==> config.mk <==
export PLATFORM = sky130hd
export DESIGN_NAME = backward_recursion
export DESIGN_NICKNAME = d
export VERILOG_FILES = /design/src/rtl/backward_recursion_pkg.sv /design/src/rtl/backward_recursion_cfx_mac.sv /design/src/rtl/backward_recursion.sv
export SDC_FILE = /design/constraint.sdc
export NUM_CORES = 1
export LEC_CHECK = 0
export CAP_MARGIN = 20
export CORE_AREA = 2 2 199 201
export CTS_BUF_LIST = sky130_fd_sc_hd__clkbuf_4 sky130_fd_sc_hd__clkbuf_8 sky130_fd_sc_hd__clkbuf_16
export DETAILED_ROUTE_END_ITERATION = 7
export DIE_AREA = 0 0 201 203
export PLACE_DENSITY = 0.71
export SLEW_MARGIN = 20
export SYNTH_ARGS = -nofsm -noshare
export SYNTH_HDL_FRONTEND = slang
export SYNTH_SLANG_ARGS = --single-unit
export TNS_END_PERCENT = 50
==> constraint.sdc <==
create_clock -name clk -period 5.5 [get_ports clk]
set_clock_uncertainty 0.05 [all_clocks]
set_input_delay 0.55 -clock clk [delete_from_list [all_inputs] [get_ports clk]]
set_output_delay 0.55 -clock clk [all_outputs]
set_load 0.05 [all_outputs]
==> src/rtl/backward_recursion_pkg.sv <==
// Shared types for the forward/backward complex recursion blocks.
// Holds the reader FSM encoding and the bank count of the ping-pong buffer.
package backward_recursion_pkg;

   localparam int NUM_BANKS = 2;

   typedef enum logic [1:0] {
      IDLE  = 2'd0,
      PRIME = 2'd1,
      RUN   = 2'd2
   } rd_state_t;

endpackage

==> src/rtl/backward_recursion_cfx_mac.sv <==
// Complex multiply-shift-saturate-add: y = sat(((s*f) >>> (DW-1)) + x), per part.
// Shared with the forward recursion; purely combinational.
module cfx_mac #(
   parameter int DW = 16
) (
   input  logic signed [DW-1:0] s_r,
   input  logic signed [DW-1:0] s_i,
   input  logic signed [DW-1:0] f_r,
   input  logic signed [DW-1:0] f_i,
   input  logic signed [DW-1:0] x_r,
   input  logic signed [DW-1:0] x_i,
   output logic signed [DW-1:0] y_r,
   output logic signed [DW-1:0] y_i
);

   localparam int PW  = 2 * DW;
   localparam int ACW = PW + 1;
   localparam int SW  = DW + 3;

   logic signed [PW-1:0]  p_rr, p_ii, p_ri, p_ir;
   logic signed [ACW-1:0] acc_r, acc_i, sh_r, sh_i;
   logic signed [SW-1:0]  sum_r, sum_i;

   // Clamp when the guard bits above the DW-bit result disagree with the sign.
   function automatic logic signed [DW-1:0] sat(input logic signed [SW-1:0] v);
      if (v[SW-1:DW-1] == {(SW-DW+1){v[SW-1]}})
         sat = v[DW-1:0];
      else
         sat = v[SW-1] ? {1'b1, {(DW-1){1'b0}}} : {1'b0, {(DW-1){1'b1}}};
   endfunction

   assign p_rr  = PW'(s_r) * PW'(f_r);
   assign p_ii  = PW'(s_i) * PW'(f_i);
   assign p_ri  = PW'(s_r) * PW'(f_i);
   assign p_ir  = PW'(s_i) * PW'(f_r);

   assign acc_r = ACW'(p_rr) - ACW'(p_ii);
   assign acc_i = ACW'(p_ri) + ACW'(p_ir);

   // Arithmetic shift floors toward -inf; the result keeps DW+2 significant bits.
   assign sh_r  = acc_r >>> (DW - 1);
   assign sh_i  = acc_i >>> (DW - 1);

   assign sum_r = SW'(sh_r) + SW'(x_r);
   assign sum_i = SW'(sh_i) + SW'(x_i);

   assign y_r   = sat(sum_r);
   assign y_i   = sat(sum_i);

endmodule

==> src/rtl/backward_recursion.sv <==
// Batch-reversing complex recursion: samples fill a ping-pong buffer, each full
// bank is replayed DEPTH-1..0 through s = sat(((s*F) >>> (DW-1)) + x).
module backward_recursion
   import backward_recursion_pkg::*;
#(
   parameter int DEPTH    = 8,
   parameter int DW       = 16,
   parameter int FACTOR_R = 0,
   parameter int FACTOR_I = 0
) (
   input  logic                 clk,
   input  logic                 rst,
   input  logic                 in_valid,
   output logic                 in_ready,
   input  logic signed [DW-1:0] in_r,
   input  logic signed [DW-1:0] in_i,
   input  logic signed [DW-1:0] init_r,
   input  logic signed [DW-1:0] init_i,
   output logic                 out_valid,
   input  logic                 out_ready,
   output logic signed [DW-1:0] out_r,
   output logic signed [DW-1:0] out_i,
   output logic                 out_last
);

   localparam int AW = $clog2(DEPTH);
   localparam logic signed [DW-1:0] F_R = DW'(FACTOR_R);
   localparam logic signed [DW-1:0] F_I = DW'(FACTOR_I);
   localparam logic [AW-1:0] LAST_IDX = AW'(DEPTH - 1);

   typedef struct packed {
      logic signed [DW-1:0] r;
      logic signed [DW-1:0] i;
   } cfx_t;

   cfx_t mem [NUM_BANKS*DEPTH];

   rd_state_t      state, state_nxt;
   logic           wr_bank, rd_bank;
   logic [AW-1:0]  wr_idx, rd_idx;
   logic [1:0]     full, full_nxt;
   cfx_t           s_q, x_q, y;
   logic           accept, wr_done, fire, release_bank;

   assign in_ready     = !full[wr_bank];
   assign accept       = in_valid && in_ready;
   assign wr_done      = accept && (wr_idx == LAST_IDX);
   assign out_valid    = (state == RUN);
   assign out_last     = out_valid && (rd_idx == '0);
   assign fire         = out_valid && out_ready;
   assign release_bank = fire && (rd_idx == '0);

   // Release and completion always target different banks, so both may apply.
   always_comb begin
      full_nxt = full;
      if (release_bank) full_nxt[rd_bank] = 1'b0;
      if (wr_done)      full_nxt[wr_bank] = 1'b1;
   end

   always_comb begin
      state_nxt = state;
      case (state)
         IDLE:    if (full_nxt[rd_bank]) state_nxt = PRIME;
         PRIME:   state_nxt = RUN;
         RUN:     if (release_bank) state_nxt = full_nxt[~rd_bank] ? PRIME : IDLE;
         default: state_nxt = IDLE;
      endcase
   end

   always_ff @(posedge clk) begin
      if (accept) mem[{wr_bank, wr_idx}] <= '{r: in_r, i: in_i};
   end

   always_ff @(posedge clk) begin
      if (!rst) begin
         state   <= IDLE;
         full    <= '0;
         wr_bank <= 1'b0;
         wr_idx  <= '0;
         rd_bank <= 1'b0;
         rd_idx  <= '0;
         s_q     <= '0;
         x_q     <= '0;
      end else begin
         state <= state_nxt;
         full  <= full_nxt;
         if (accept) begin
            wr_idx <= wr_done ? '0 : wr_idx + 1'b1;
            if (wr_done) wr_bank <= ~wr_bank;
         end
         if (state == PRIME) begin
            s_q    <= '{r: init_r, i: init_i};
            x_q    <= mem[{rd_bank, LAST_IDX}];
            rd_idx <= LAST_IDX;
         end else if (fire) begin
            s_q <= y;
            if (release_bank) begin
               rd_bank <= ~rd_bank;
            end else begin
               // Prefetch the next sample so a new state is ready every cycle.
               x_q    <= mem[{rd_bank, rd_idx - 1'b1}];
               rd_idx <= rd_idx - 1'b1;
            end
         end
      end
   end

   // The output is the state updated by the current sample; it only moves on a handshake.
   cfx_mac #(.DW(DW)) u_mac (
      .s_r(s_q.r), .s_i(s_q.i),
      .f_r(F_R),   .f_i(F_I),
      .x_r(x_q.r), .x_i(x_q.i),
      .y_r(y.r),   .y_i(y.i)
   );

   assign out_r = y.r;
   assign out_i = y.i;

endmodule

Word-level counts from Yosys, hierarchy flattened
Memories as Yosys holds them, arrays and structs flattened. A register that Yosys moved wholly into a read port is not among the register bits.
Index checks and enable logic that the tools add are counted.
{"block": "classes", "n_addsub": 2, "mul": 0, "n_div": 0, "magnitude_cmp": 5, "eq_ne": 6, "shift": 0, "muxes": 27, "bitwise_logic": 6, "n_reduce_logical": 15}
{"operator": "2-to-1 mux 32 bit", "n": 3}
{"operator": "2-to-1 mux 3 bit", "n": 4}
{"operator": "2-to-1 mux 1 bit", "n": 11}
{"operator": "2-to-1 mux 2 bit", "n": 4}
{"operator": "2-to-1 mux 4 bit", "n": 2}
{"operator": "logical AND 1 bit", "n": 7}
{"operator": "< comparator 1 x 2 -> 1 bit, second input constant", "n": 3}
{"operator": "one-hot mux 2 bit (3 select lines)", "n": 1}
{"operator": "AND reduction 2 bit", "n": 3}
{"operator": "!= test 2 x 1 -> 1 bit, second input constant", "n": 2}
{"operator": "adder 3 x 1 -> 3 bit, second input constant", "n": 1}
{"operator": "== test 3 bit, second input constant", "n": 1}
{"operator": "zero test 3 bit", "n": 1}
{"operator": "inverter 1 bit", "n": 3}
{"operator": "AND reduction 3 bit", "n": 1}
{"operator": "subtractor 3 x 1 -> 3 bit, second input constant", "n": 1}
{"operator": "AND 2 bit", "n": 1}
{"operator": "demux 1 bit (select 1 bit)", "n": 2}
{"operator": "== test 2 x 1 -> 1 bit, second input constant", "n": 1}
{"operator": "== test 2 bit, second input constant", "n": 1}
{"operator": ">= comparator 1 bit, second input constant", "n": 2}
{"operator": "zero test 2 bit", "n": 1}
{"operator": "!= test 2 bit, second input constant", "n": 1}
{"operator": "inverter 2 bit", "n": 1}
{"operator": "other kinds (3)", "n": 3}
{"block": "totals", "register_bits": 44, "latchBits": 0, "mem_bits_rw": 512, "romBits": 0, "input_bits": 68, "output_inout_bits": 35, "wordCells": 70, "mem_count": 1}
{"memory": "mem", "depth": 16, "width": 32, "rd": 2, "rd_clocked_by_memory_dff": 1, "wr": 1, "line_no": "backward_recursion.sv:36", "text": "cfx_t mem [NUM_BANKS*DEPTH];"}

Logic depth before layout (Yosys ltp)
{"block": "depth", "word_depth": 14, "mapped_depth": 12, "ltp_nobuf": 6}

By module
A second synthesis with hierarchy kept.
{"block": "hier_totals", "cells_unflattened": 5991, "area_unflattened_um2": 65009.8}
{"module": "cfx_mac", "n_inst": 1, "cells_per_inst": 4501, "area_per_inst_um2": 41523.6}
{"module": "backward_recursion", "n_inst": 1, "cells_per_inst": 1490, "area_per_inst_um2": 23486.3}

Worst setup path before layout
No wires, ideal clock.
{"block": "synth_timing", "path_type": "reg-to-reg", "from": "reg wr_bank", "to": "mem mem[0][0] in the netlist's numbering, enable pin", "setup_time_ns": 0.461, "t_arrival_ns": 4.016, "required_time_ns": 4.989, "slack_ns": 0.973, "path_stages_with_launch": 6, "synth_period_minus_slack_ns": 4.527, "path_cell_list": "dfxtp_1 > mux2i_1 > and2_1 > clkbuf_1 > nand2_1 > nor3_1"}
{"block": "synth_via", "elab_chain_len": 6}
{"item": "start, declared", "line_no": "backward_recursion.sv:39", "text": "logic wr_bank, rd_bank;"}
{"item": "start signal, assigned", "line_no": "backward_recursion.sv:89", "text": "if (wr_done) wr_bank <= ~wr_bank;"}
{"item": "2-to-1 mux 1 bit (not written as such) (2 in a row)", "line_no": "backward_recursion.sv:45", "text": "assign in_ready = !full[wr_bank];"}
{"item": "zero test 1 bit", "line_no": "backward_recursion.sv:45"}
{"item": "via in_ready", "line_no": "backward_recursion.sv:14", "text": "output logic in_ready,"}
{"item": "logical AND 1 bit", "line_no": "backward_recursion.sv:46", "text": "assign accept = in_valid && in_ready;"}
{"item": "2-to-1 mux 1 bit", "line_no": "backward_recursion.sv:71", "text": "if (accept) mem[{wr_bank, wr_idx}] <= '{r: in_r, i: in_i};"}
{"item": "2-to-1 mux 1 bit (not written as such)", "line_no": "backward_recursion.sv:71"}
{"item": "end, declared", "line_no": "backward_recursion.sv:36"}
The timed path passes the listed nets, and every way through them passes these cells. The select of a mux whose other input is x is not followed.

Worst setup path after layout
{"block": "layout_timing", "from": "reg rd_idx[0]", "to": "reg x_q[11] in the netlist's numbering"}
{"block": "layout_via", "elab_chain_len": 5}
{"item": "start, declared", "line_no": "backward_recursion.sv:40", "text": "logic [AW-1:0] wr_idx, rd_idx;"}
{"item": "start signal, assigned", "line_no": "backward_recursion.sv:102", "text": "rd_idx <= rd_idx - 1'b1;"}
{"item": "subtractor 3 x 1 -> 3 bit", "line_no": "backward_recursion.sv:101", "text": "x_q <= mem[{rd_bank, rd_idx - 1'b1}];"}
{"item": "memory (16 x 32 bit)"}
{"item": "2-to-1 mux 32 bit", "line_no": "backward_recursion.sv:97", "text": "if (release_bank) begin"}
{"item": "2-to-1 mux 32 bit", "line_no": "backward_recursion.sv:95", "text": "end else if (fire) begin"}
{"item": "2-to-1 mux 32 bit", "line_no": "backward_recursion.sv:91", "text": "if (state == PRIME) begin"}
{"item": "end signal, assigned", "line_no": "backward_recursion.sv:93", "text": "x_q <= mem[{rd_bank, LAST_IDX}];"}
{"item": "end signal, assigned", "line_no": "backward_recursion.sv:101"}
{"item": "end, declared", "line_no": "backward_recursion.sv:42", "text": "cfx_t s_q, x_q, y;"}
Several ways; a longest one is shown, not always the timed one. The select of a mux whose other input is x is not followed.
A chain may end at the register's enable or synchronous reset.

==> reports/metrics.cfg <==
[critical_path]
start_kind = flop
r2r_slack_ns = 2.01
slowest_delay_ns = 0.83
ff2ff_path_depth = 7
r2r_start = rd_idx[0]
crit_start = rd_idx[0]
critPathRequiredTime_ns = 5.87
cp-end-kind = flop
crit_family = adder cells
critPathMaxFanout = 38
cp-endpoint = x_q[11]
rr_endpoint = x_q[11]
cp.depth = 7
cp_data_arrival_time_ns = 3.86
critPathBufInv = 2
path_class = flop to flop
slowest_stage = ha_4
crit_path_cell_trace = inv_2 -> ha_4 -> buf_4 -> mux4_2 -> mux2_2 -> a21oi_1 -> a31oi_1

[clocking]
clock-root-buffer = clkbuf_16
cts_tree = built
clockBufferDepth = 3
cts_sinks = 557
cts_setup_buffers = 0
path_clk_slew_ns = 0.06
cts_hold_buf = 0
cts_resized = 0
numCtsBuffers = 55
worstSkewPairLatency_ns = 0.59
cts_max_level = 2

[worst_hold_path]
hold_class = flop to flop

[logic_synthesis]
synth_edf_count = 512
async_flop_share_pct = 0
synth-main-ff-cell = edfxtp_1
ys_ff_latch = 557
avgSynthCellArea_sq_um = 19.76
synth.most_common_cell = edfxtp_1
synth_nets = 1180
post-synth-top-area-cell = edfxtp_1
yosys_warnings = 0
synth_cell_types = 40
ys_top_cells_by_area = edfxtp_1, mux4_2, dfxtp_1
synth_top_area_share_pct = 70.42
synth.cell_area_sq_mm = 0.02183
netlist_top_cells_count = edfxtp_1, mux4_2, nand2_1, dfxtp_1, clkbuf_1
synth_seq_area_share_pct = 74.55
synth_cells = 1105

[routing]
dr.pass1.iters = 5
ant_nets = 0
vias = 10998
wl_per_cell_microns = 27.49
drt_iter0_markers = 971
drt-total-wl_mm = 48.22
viasPerCell = 6.270
route.detailed.drc = 0

[floorplanning]
start_util_pct = 56.76
fp.dieH_microns = 203
die_area_sq_mm = 0.04080
num_rows = 72
core_sq_mm = 0.03847
die_w_microns = 201
ioPinCount = 103

[placement]
placed_area_sq_mm = 0.02325
dp_hpwl_mm = 24.12
routabilityCongestion = 0.7303
place.port_buffers = 70

[sta]
setup_viol = 0
min_period_over_period_pct = 63.51
min_period_ns = 3.493
hold_viol = 0
max_slew.worst_pin.slew_ns = 1.106
rsz0062_at_grt = false
tns_ns = 0
relSlewSlack_pct = 26.07
slew_violations = 0
timing.hold.ws_ns = 0.4580
fmax_mhz = 286.3

[power_and_ir_drop]
p_leak_nw = 7.707
ir_drop_v = 0.0002721
p_per_area_mw_per_mm2 = 333.8

[global_route]
grt_pass1_wl_mm = 71.18
overflow = 0
grt_antenna_before_repair = 0
grt_pass1_vias = 11283
grt_max_degree = 68
grt_use_total_pct = 24.08

[run]
drv_cap = 0

[layout]
layout.nets = 1267
seqCellArea_sq_mm = 0.01628
syn2layout_area_growth_pct = 14.46
finish.instance_area_sq_mm = 0.02499
multi_input_area_sq_mm = 0.005340
nFillCells = 2611
drive_gt1_share_pct = 25.08
n_antenna_cell = 0

[status]
status = complete, no violations

-- metrics by stage --
step                cells  power [W]  util (%)  setup slack (ns)
CTS                  1753   0.008396     64.91             1.965
global placement     1652   0.004881     60.43             2.036
finish               1754   0.008342     64.96             2.007
floorplan            1105   0.004788         -            0.9734
global route         1754   0.008560     64.96             1.821
detailed placement   1652   0.004890     60.43             2.005
-- cell type report --
class | instances | area share [%]
Clock inverter | 22 | 0.4256
Clock buffer | 79 | 6.469
Tap cell | 518 | 2.594
Sequential cell | 557 | 65.16
Multi-Input combinational cell | 470 | 21.37
Timing Repair Buffer | 102 | 3.895
Inverter | 6 | 0.09013
-- state kept, by name, summed over array words and instances (netlist names), named ones only --
| name | flops |
|---|---|
| full | 2 |
| mem | 512 |
| rd_bank | 1 |
| rd_idx | 3 |
| state | 2 |
| wr_bank | 1 |
| wr_idx | 3 |
| x_q | 32 |
-- cells by family after synthesis --
| kind of cell | share of synthesized area [%] |
|---|---|
| compound gates | 3.444 |
| fa+ha+maj | 0.4012 |
| buf+inv | 1.748 |
| mux | 16.41 |
| simple gates | 3.324 |
| flops | 74.55 |
| xor+xnor | 0.1204 |
-- cell usage in the layout (no fill, tap or decap), types with 6 or more instances in the layout --
master / n
clkdlybuf4s50_1: 69
ha_1: 6
nand2_1: 79
a31oi_1: 33
mux4_2: 128
nor2_4: 13
clkinv_1: 10
and3_1: 33
o311ai_0: 31
clkbuf_4: 18
a21oi_1: 36
mux2_2: 32
buf_4: 29
clkinv_2: 9
dfxtp_1: 42
mux2i_1: 34
edfxtp_1: 512
clkbuf_16: 57
-- power breakdown --
part	internal [W]	total [W]	switching (W)
clock	0.00204	0.00354	0.00151
sequential	0.00466	0.00467	0.00000853
combinational	0.0000340	0.000130	0.0000962
total	0.00673	0.00834	0.00161
-- per-layer routing --
layer / global-route usage, % / up-vias / part of all wire [%]
li1: - / 4729 / -
met1: 34.62 / 5781 / 42
met2: 39.35 / 428 / 49
met3: 4.045 / 60 / 7.4
met4: 5.661 / 0 / 1.6
met5: 0 / - / 0
-- worst reg2reg max path: stages (launching register included) --
cell	delay (ns)
dfxtp_4	0.75
inv_2	0.13
ha_4	0.83
buf_4	0.43
mux4_2	0.55
mux2_2	0.28
a21oi_1	0.19
a31oi_1	0.11
-- worst min-delay path by stage --
stage                          from        end  slack (ns)  cells after the start
after floorplan           wr_idx[1]  wr_idx[1]        0.42                      2
after global placement    wr_idx[1]  wr_idx[1]        0.44                      2
after detailed placement  wr_idx[1]  wr_idx[1]        0.45                      2
after CTS                 wr_idx[1]  wr_idx[1]        0.46                      2
after global routing      wr_idx[1]  wr_idx[1]        0.50                      2
final                     wr_idx[1]  wr_idx[1]        0.46                      2
(Power assumes the default switching activity.)
